$ cat config.mk
export PLATFORM = sky130hd
export DESIGN_NAME = perf_counter_unit
export DESIGN_NICKNAME = d
export VERILOG_FILES = /design/src/rtl/perf_pkg.sv /design/src/rtl/perf_counter_cell.sv /design/src/rtl/perf_counter_unit.sv
export SDC_FILE = /design/constraint.sdc
export NUM_CORES = 1
export LEC_CHECK = 0
export ABC_AREA = 1
export CAP_MARGIN = 0
export CORE_MARGIN = 2
export CORE_UTILIZATION = 41
export CTS_BUF_LIST = sky130_fd_sc_hd__clkbuf_8
export DETAILED_ROUTE_END_ITERATION = 16
export GPL_TIMING_DRIVEN = 0
export PLACE_DENSITY = 0.66
export SYNTH_ARGS = -nofsm -noshare
export SYNTH_HDL_FRONTEND = slang
export SYNTH_SLANG_ARGS = --single-unit
$ cat constraint.sdc
create_clock -name clk_i -period 16.5 [get_ports clk_i]
set_input_delay 3.3 -clock clk_i [delete_from_list [all_inputs] [get_ports clk_i]]
set_output_delay 3.3 -clock clk_i [all_outputs]
set_load 0.02 [all_outputs]
$ cat src/rtl/perf_pkg.sv
// Shared types and limits for the performance counter unit.
package perf_pkg;

  typedef enum logic [1:0] {
    ST_IDLE = 2'd0,
    ST_RUN  = 2'd1,
    ST_DONE = 2'd2
  } perf_state_e;

  localparam int NUM_CNT_MIN = 1;
  localparam int NUM_CNT_MAX = 16;
  localparam int CNT_W_MIN   = 8;
  localparam int CNT_W_MAX   = 64;

  // Width of the read select; at least one bit even for a single counter.
  function automatic int sel_width(input int n);
    return (n > 1) ? $clog2(n) : 1;
  endfunction

endpackage

$ cat src/rtl/perf_counter_cell.sv
// One saturating event counter with synchronous clear and a sticky overflow flag.
module perf_counter_cell #(
  parameter int W = 32
) (
  input  logic         clk_i,
  input  logic         rst_i,
  input  logic         clr_i,
  input  logic         inc_i,
  output logic [W-1:0] cnt_o,
  output logic [W-1:0] cnt_nxt_o,
  output logic         ovf_o
);

  logic [W-1:0] cnt_q, cnt_d;
  logic         ovf_q, ovf_d;

  always_comb begin
    cnt_d = cnt_q;
    ovf_d = ovf_q;
    if (clr_i) begin
      cnt_d = '0;
      ovf_d = 1'b0;
    end else if (inc_i) begin
      // An event arriving at full scale is lost and flagged instead of wrapping.
      if (&cnt_q) ovf_d = 1'b1;
      else        cnt_d = cnt_q + 1'b1;
    end
  end

  always_ff @(posedge clk_i or posedge rst_i) begin
    if (rst_i) begin
      cnt_q <= '0;
      ovf_q <= 1'b0;
    end else begin
      cnt_q <= cnt_d;
      ovf_q <= ovf_d;
    end
  end

  assign cnt_o     = cnt_q;
  assign cnt_nxt_o = cnt_d;
  assign ovf_o     = ovf_q;

endmodule

$ cat src/rtl/perf_counter_unit.sv
// Performance counter unit: IDLE/RUN/DONE window with per-event saturating counters.
// Optional shadow snapshot registers are built when PERF_SNAPSHOT_EN is defined.
module perf_counter_unit
  import perf_pkg::*;
#(
  parameter int NUM_CNT     = 4,
  parameter int CNT_W       = 32,
  parameter int CYCLE_LIMIT = 64
) (
  input  logic                            clk_i,
  input  logic                            rst_i,
  input  logic                            start_i,
  input  logic                            clr_i,
  input  logic [NUM_CNT-1:0]              event_i,
  input  logic                            snapshot_i,
  input  logic [sel_width(NUM_CNT)-1:0]   rd_sel_i,
  output logic [CNT_W-1:0]                rd_data_o,
  output logic [CNT_W-1:0]                cycle_o,
  output logic                            running_o,
  output logic                            done_o,
  output logic [NUM_CNT-1:0]              ovf_o,
  output logic [1:0]                      state_o
);

  localparam int             SEL_W    = sel_width(NUM_CNT);
  localparam bit             LIMIT_EN = (CYCLE_LIMIT != 0);
  localparam logic [CNT_W-1:0] LIMIT_V = CNT_W'(CYCLE_LIMIT);

  perf_state_e      state_q, state_d;
  logic [CNT_W-1:0] cycle_q, cycle_d;
  logic             active;

  // The start edge itself and the final RUN edge both count.
  always_comb begin
    state_d = state_q;
    cycle_d = cycle_q;
    active  = 1'b0;
    if (clr_i) begin
      state_d = ST_IDLE;
      cycle_d = '0;
    end else begin
      case (state_q)
        ST_IDLE: active = start_i;
        ST_RUN:  active = 1'b1;
        ST_DONE: active = 1'b0;
        default: state_d = ST_IDLE;
      endcase
      if (active) begin
        cycle_d = (&cycle_q) ? cycle_q : cycle_q + 1'b1;
        state_d = ST_RUN;
        if (LIMIT_EN && (cycle_d == LIMIT_V)) state_d = ST_DONE;
      end
    end
  end

  always_ff @(posedge clk_i or posedge rst_i) begin
    if (rst_i) begin
      state_q <= ST_IDLE;
      cycle_q <= '0;
    end else begin
      state_q <= state_d;
      cycle_q <= cycle_d;
    end
  end

  logic [CNT_W-1:0] cnt    [NUM_CNT];
  logic [CNT_W-1:0] rd_src [NUM_CNT];

  for (genvar k = 0; k < NUM_CNT; k++) begin : g_cnt
    logic [CNT_W-1:0] cnt_nxt;

    perf_counter_cell #(.W(CNT_W)) u_cell (
      .clk_i     (clk_i),
      .rst_i     (rst_i),
      .clr_i     (clr_i),
      .inc_i     (active & event_i[k]),
      .cnt_o     (cnt[k]),
      .cnt_nxt_o (cnt_nxt),
      .ovf_o     (ovf_o[k])
    );

`ifdef PERF_SNAPSHOT_EN
    logic [CNT_W-1:0] shadow_q, shadow_d;

    // Captures the value the live counter takes on this same edge.
    always_comb begin
      shadow_d = shadow_q;
      if (clr_i)           shadow_d = '0;
      else if (snapshot_i) shadow_d = cnt_nxt;
    end

    always_ff @(posedge clk_i or posedge rst_i) begin
      if (rst_i) shadow_q <= '0;
      else       shadow_q <= shadow_d;
    end

    assign rd_src[k] = shadow_q;
`else
    logic unused_nxt;
    assign unused_nxt = ^cnt_nxt;
    assign rd_src[k]  = cnt[k];
`endif
  end

`ifndef PERF_SNAPSHOT_EN
  logic unused_snapshot;
  assign unused_snapshot = snapshot_i;
`endif

  // Selects that match no counter fall through to zero.
  always_comb begin
    rd_data_o = '0;
    for (int k = 0; k < NUM_CNT; k++) begin
      if (rd_sel_i == SEL_W'(k)) rd_data_o = rd_src[k];
    end
  end

  assign cycle_o   = cycle_q;
  assign running_o = (state_q == ST_RUN);
  assign done_o    = (state_q == ST_DONE);
  assign state_o   = state_q;

endmodule
==> results.cfg <==
[outcome]
outcome = finished, final reports clean

[drt]
dr.pass1.iters = 6
avgRoutedWirePerCell_um = 18.3
top_layer_used = met4
ant_nets = 0
wl_um = 39300
drt_iter0_markers = 1175
wl_met2_um = 17800
vias = 12000
wl_met1_um = 16500
dr_wl_met3_um = 3020
vias_per_cell = 5.58
drc = 0

[logic_synthesis]
avgSynthCellArea_um2 = 6.92
synth_compound_area_share_pct = 12.8
synth-xor-area-share_pct = 5.66
mappedNetlistArea_mm2 = 0.0115
synth_fa_ha_area_share_pct = 0.546
ys_types = 51
synth_flop_cell = dfrtp_1
synth-simple-area-share_pct = 35.5
async_reset_ff_share_pct = 100
syn_inst = 1655
synth_edf_count = 0
yosysWarnings = 0
ys_seq_area_share_pct = 36.3
synth_top_family_by_area = simple AND/OR/NAND/NOR gates
synth_nets = 1671
synth-seq-cells = 166
synth_mux_area_share_pct = 0

[critical_path]
path_class = in -> out
end_kind = output port
critPathMaxFanout = 10
crit_path_start_kind = primary input
cp_data_required_time_ns = 13.20
critPathArrivalTime_ns = 5.91

[power]
combPwrFrac_pct = 9.9
p_sw_uw = 235
internal_power_uw = 553
p_per_area_mw_per_mm2 = 60.0
irDropWorstVdd_uv = 35.3
p_leak_nw = 5.05
swShare_pct = 29.8
power_uw = 788
pwr-share-seq_pct = 52.6
clock_power_share_pct = 37.5

[sta]
rsz0062_at_grt = false
period_minus_slack_ns = 9.21
fmax_mhz = 109
clock_skew_ns = 0.0175
relSlewSlack_pct = 45.7
worstMarginPinSlew_ns = 0.814
setup_tns_ns = 0
fin_crit_sh_pct = 55.8
maxSlewViolCount = 0
setup_violations = 0
hold_viol = 0
whs_ns = 0.509

[clocking]
htree_levels = 4
clockRootBuffer = clkbuf_8
post_cts_resize_count = 0
worstSkewPairLatency_ns = 0.49
numCtsBuffers = 17
post_cts_buffers = 0
cts_num_sinks = 166
clk_pin_slew_worst_paths_ns = 0.09
cts_buffer_depth = 2
cts_tree = done
cts_hold_buf = 0

[floorplan]
core_area_mm2 = 0.0276
die_h_um = 171
ioPinCount = 83
num_rows = 61
start_util_pct = 41.5
fp.dieW_um = 171
dieArea_mm2 = 0.0293

[layout]
diodes = 0
synthToLayoutAreaGrowth_pct = 14.7
layout_common_cells = nand2_1 (395), nor2_1 (220), inv_1 (186), dfrtp_1 (166), nand3_1 (112)
drive_gt1_share_pct = 6.50
fin_nets = 1771
mostFrequentLayoutCell = nand2_1

[global_route]
grt_pass1_vias = 11200
grt-ovfl-total = 0
antenna_found_initial = 0
grt_max_degree = 107
grt_pass1_wl_um = 61300
grt_use_total_pct = 27.3

[job]
maxCapViolCount = 0

[placed_design]
hpwl_um = 30400
gp_congestion = 1.04
portBuffers = 80

[min_path]
hold_class = reg -> reg
[cell type report]
type,instances,area (µm²)
Timing Repair Buffer,81,828
Sequential cell,166,4150
Inverter,196,751
Multi-Input combinational cell,1232,6240
Fill cell,2866,14500
Clock buffer,17,234
Buffer,61,322
Clock inverter,15,140
Tap cell,378,473
[stage by stage]
step	utilization, %	area (µm²)	cells	setup slack [ns]
2_1_floorplan	-	11500	1655	8.70
3_3_place_gp	46.1	12700	2113	6.15
3_5_place_dp	46.2	12800	2114	7.41
4_1_cts	47.6	13100	2146	7.40
5_1_grt	47.6	13100	2146	7.15
6_report	47.6	13100	2146	7.29
[flip-flops by register name, indices dropped and copies added, names as in the netlist]
signal,cells
cycle_o,32
g_cnt.u_cell.cnt_o,128
g_cnt.u_cell.ovf_o,4
state_o,2
[power by group through the flow]
stage | Clock, mW | Combinational (mW) | Sequential (mW)
after floorplan | 0 | 0.0458 | 0.422
after global placement | 0 | 0.0756 | 0.422
after detailed placement | 0 | 0.0772 | 0.422
after CTS | 0.299 | 0.0774 | 0.414
after global routing | 0.318 | 0.0846 | 0.415
final | 0.296 | 0.0779 | 0.414
[routing by layer]
layer,vias up,global-route usage (%)
met3,116,4.56
met1,5624,35.5
met5,-,0
li1,5660,-
met4,0,12.5
met2,580,44.4
[cell families after synthesis]
family	after synthesis
AOI/OAI and AO/OA	243
xor gates and xnor gates	74
adders and majority gates	5
buffers and inverters	257
DFF	166
and+or+nand+nor	910
[synthesized netlist by cell type, types with 25 or more instances]
master    count  area share [%]
o31ai_1      38             2.5
dfrtp_1     166              36
nor3_1       68             3.0
inv_1       186             6.1
xor2_1       59             4.5
a21oi_1      46             2.0
nand3_1     112             4.9
nor2_1      220             7.2
o22ai_1      25             1.4
clkbuf_1     36             1.2
nand4_1      46             2.5
nand2_1     395              13
o21ai_0      90             3.9
[worst max-delay path: stages]
cell             delay, ns
clkdlybuf4s50_1       0.56
inv_1                 0.14
nand2_1               0.11
clkbuf_1              0.38
nor2_1                0.16
a221oi_1              0.50
o21ai_0               0.18
clkdlybuf4s50_1       0.58
[final timing paths]
path | start | to | slack (ns) | cells after the start
max in group asynchronous | rst_i | g_cnt[1].u_cell.cnt_o[6] | 12.34 | 3
min | g_cnt[0].u_cell.ovf_o | g_cnt[0].u_cell.ovf_o | 0.51 | 2
min reg2reg | g_cnt[0].u_cell.ovf_o | g_cnt[0].u_cell.ovf_o | 0.51 | 2
min in group asynchronous | rst_i | cycle_o[8] | 3.23 | 2
max | rd_sel_i[1] | rd_data_o[3] | 7.29 | 8
max reg2reg | cycle_o[0] | state_o[0] | 13.87 | 14
No activity file was read; power rests on OpenSTA's default activity.
==> RTL change, RTL diff (config.mk and constraints unchanged) <==
Set the parameter `CNT_W` to 16 (it was 32).
--- a/src/rtl/perf_counter_unit.sv
+++ b/src/rtl/perf_counter_unit.sv
@@ -5,5 +5,5 @@
 #(
   parameter int NUM_CNT     = 4,
-  parameter int CNT_W       = 32,
+  parameter int CNT_W       = 16,
   parameter int CYCLE_LIMIT = 64
 ) (
Ports: changed (resized cycle_o and rd_data_o); port bits go from 83 to 51. No check against the original RTL was run, so the function may have changed too.
==> RTL change against the unedited design <==
Setup slack better by 0.20 ns. Total power is 46% lower. Combinational power is 38% lower. Via count is 54% lower. Synthesized cell count is 53% lower. Sequential power is 47% lower. Clock skew is 0.0065 ns lower. Non-clock buffer count is 71 lower. Area after synthesis is 51% lower. Register-to-register slack better by 0.34 ns. Wire length is 58% lower. First-iteration DRC count is 63% lower. Sequential cell count is 80 lower. Design area is 50% lower. Critical endpoint is now rd_data_o[7]. Largest cell class unchanged. Largest power group unchanged.
==> RTL change: results <==
export IMPL_drive_gt1_frac=0.08255
export IMPL_yosysSeqAreaShare=0.3813
export IMPL_place_hpwl_um=12350
export IMPL_multi_input_comb_cells=566
export IMPL_worstMarginPinSlew_ns=0.7453
export IMPL_grt_pass1_wl_um=26630
export IMPL_run_status="finished, final reports clean"
export IMPL_dr_wl_met3_um=889
export IMPL_clk_latency_ns=0.38
export IMPL_vias=5521
export IMPL_wl_um=16350
export IMPL_register_area_sq_mm=0.002152
export IMPL_placed_area_sq_mm=0.006385
export IMPL_skew_ns=0.01098
export IMPL_firstDrtPassIters=5
export IMPL_grt_total_usage=0.2329
export IMPL_port_buffers=49
export IMPL_reg2reg_to="g_cnt[1].u_cell.cnt_o[1]"
export IMPL_grt_use_met2=0.3409
export IMPL_multi_input_area_share=0.4476
export IMPL_grt_pass1_vias=5126
export IMPL_largest_reg_flops=64
export IMPL_synthTopCellsByArea="dfrtp_1 38%, nand2_1 11%, inv_1 6.7%"
export IMPL_cts_htree_levels=3
export IMPL_clockBufferCount=9
export IMPL_final_nets=860
export IMPL_met3_usage=0.05263
export IMPL_syn_nets=799
export IMPL_syn_area_sq_mm=0.005644
export IMPL_via_per_inst=5.392
export IMPL_synth_commonest_cells="158 x nand2_1, 100 x inv_1, 86 x dfrtp_1"
export IMPL_slowest_delay_ns=0.64
export IMPL_drt_met1_wl_um=7960
export IMPL_nNonClkBuffers=71
export IMPL_synthDistinctLibCells=43
export IMPL_place_ws_ns=7.567
export IMPL_fillers=1332
export IMPL_ir_drop_v=0.00005228
export IMPL_reg2reg_depth=9
export IMPL_grt_max_degree=46
export IMPL_dpl_cell_count=1009
export IMPL_use_met1=0.3375
export IMPL_syn_to_final_growth_pct=16.74
export IMPL_dr_wl_met2_um=7078
[RTL change: changes by cell type after synthesis, sizes merged, moves of 14 or more]
cell | before | now
inv | 195 | 108
o31ai | 38 | 10
o21ai | 99 | 69
nand3 | 114 | 66
a21oi | 48 | 28
nor2 | 237 | 87
xor2 | 59 | 22
dfrtp | 166 | 86
clkbuf | 36 | 10
buf | 25 | 11
nand2 | 410 | 169
nor3 | 72 | 38
nand4 | 47 | 25
[RTL change: report_power, final]
group	leakage (nW)	total, W	switching (W)	internal, W
Clock	0.113	0.000162	0.0000789	0.0000835
Sequential	1.19	0.000218	0.00000412	0.000214
Combinational	1.41	0.0000484	0.0000329	0.0000155
Total	2.71	0.000429	0.000116	0.000313
[RTL change: kinds of logic (layout without fill, tap and decap cells)]
group                    Yosys count  count (layout)  share of synthesized area
XOR/XNOR                          24              24                    0.03724
buffers and inverters            131             196                    0.09621
AND/OR/NAND/NOR                  400             400                     0.3334
flip-flops                        86              86                     0.3813
adder cells (fa/ha/maj)            5               5                    0.01108
AO/OA/AOI/OAI                    137             137                     0.1408
[RTL change: how the worst max path moves through the flow]
stage	from	endpoint	slack, ns	depth (start not counted)
floorplan	rd_sel_i[1]	rd_data_o[14]	8.86	5
global placement	rd_sel_i[0]	rd_data_o[7]	7.58	7
detailed placement	rd_sel_i[0]	rd_data_o[7]	7.57	7
CTS	rd_sel_i[0]	rd_data_o[7]	7.57	7
global route	rd_sel_i[0]	rd_data_o[7]	7.34	7
finish	rd_sel_i[0]	rd_data_o[7]	7.49	7
[RTL change: critical path, delay by kind of cell]
kind	cells	cell delay, ns
AOI/OAI and AO/OA	3	0.52
buffers and inverters	3	1.49
and+or+nand+nor	1	0.39
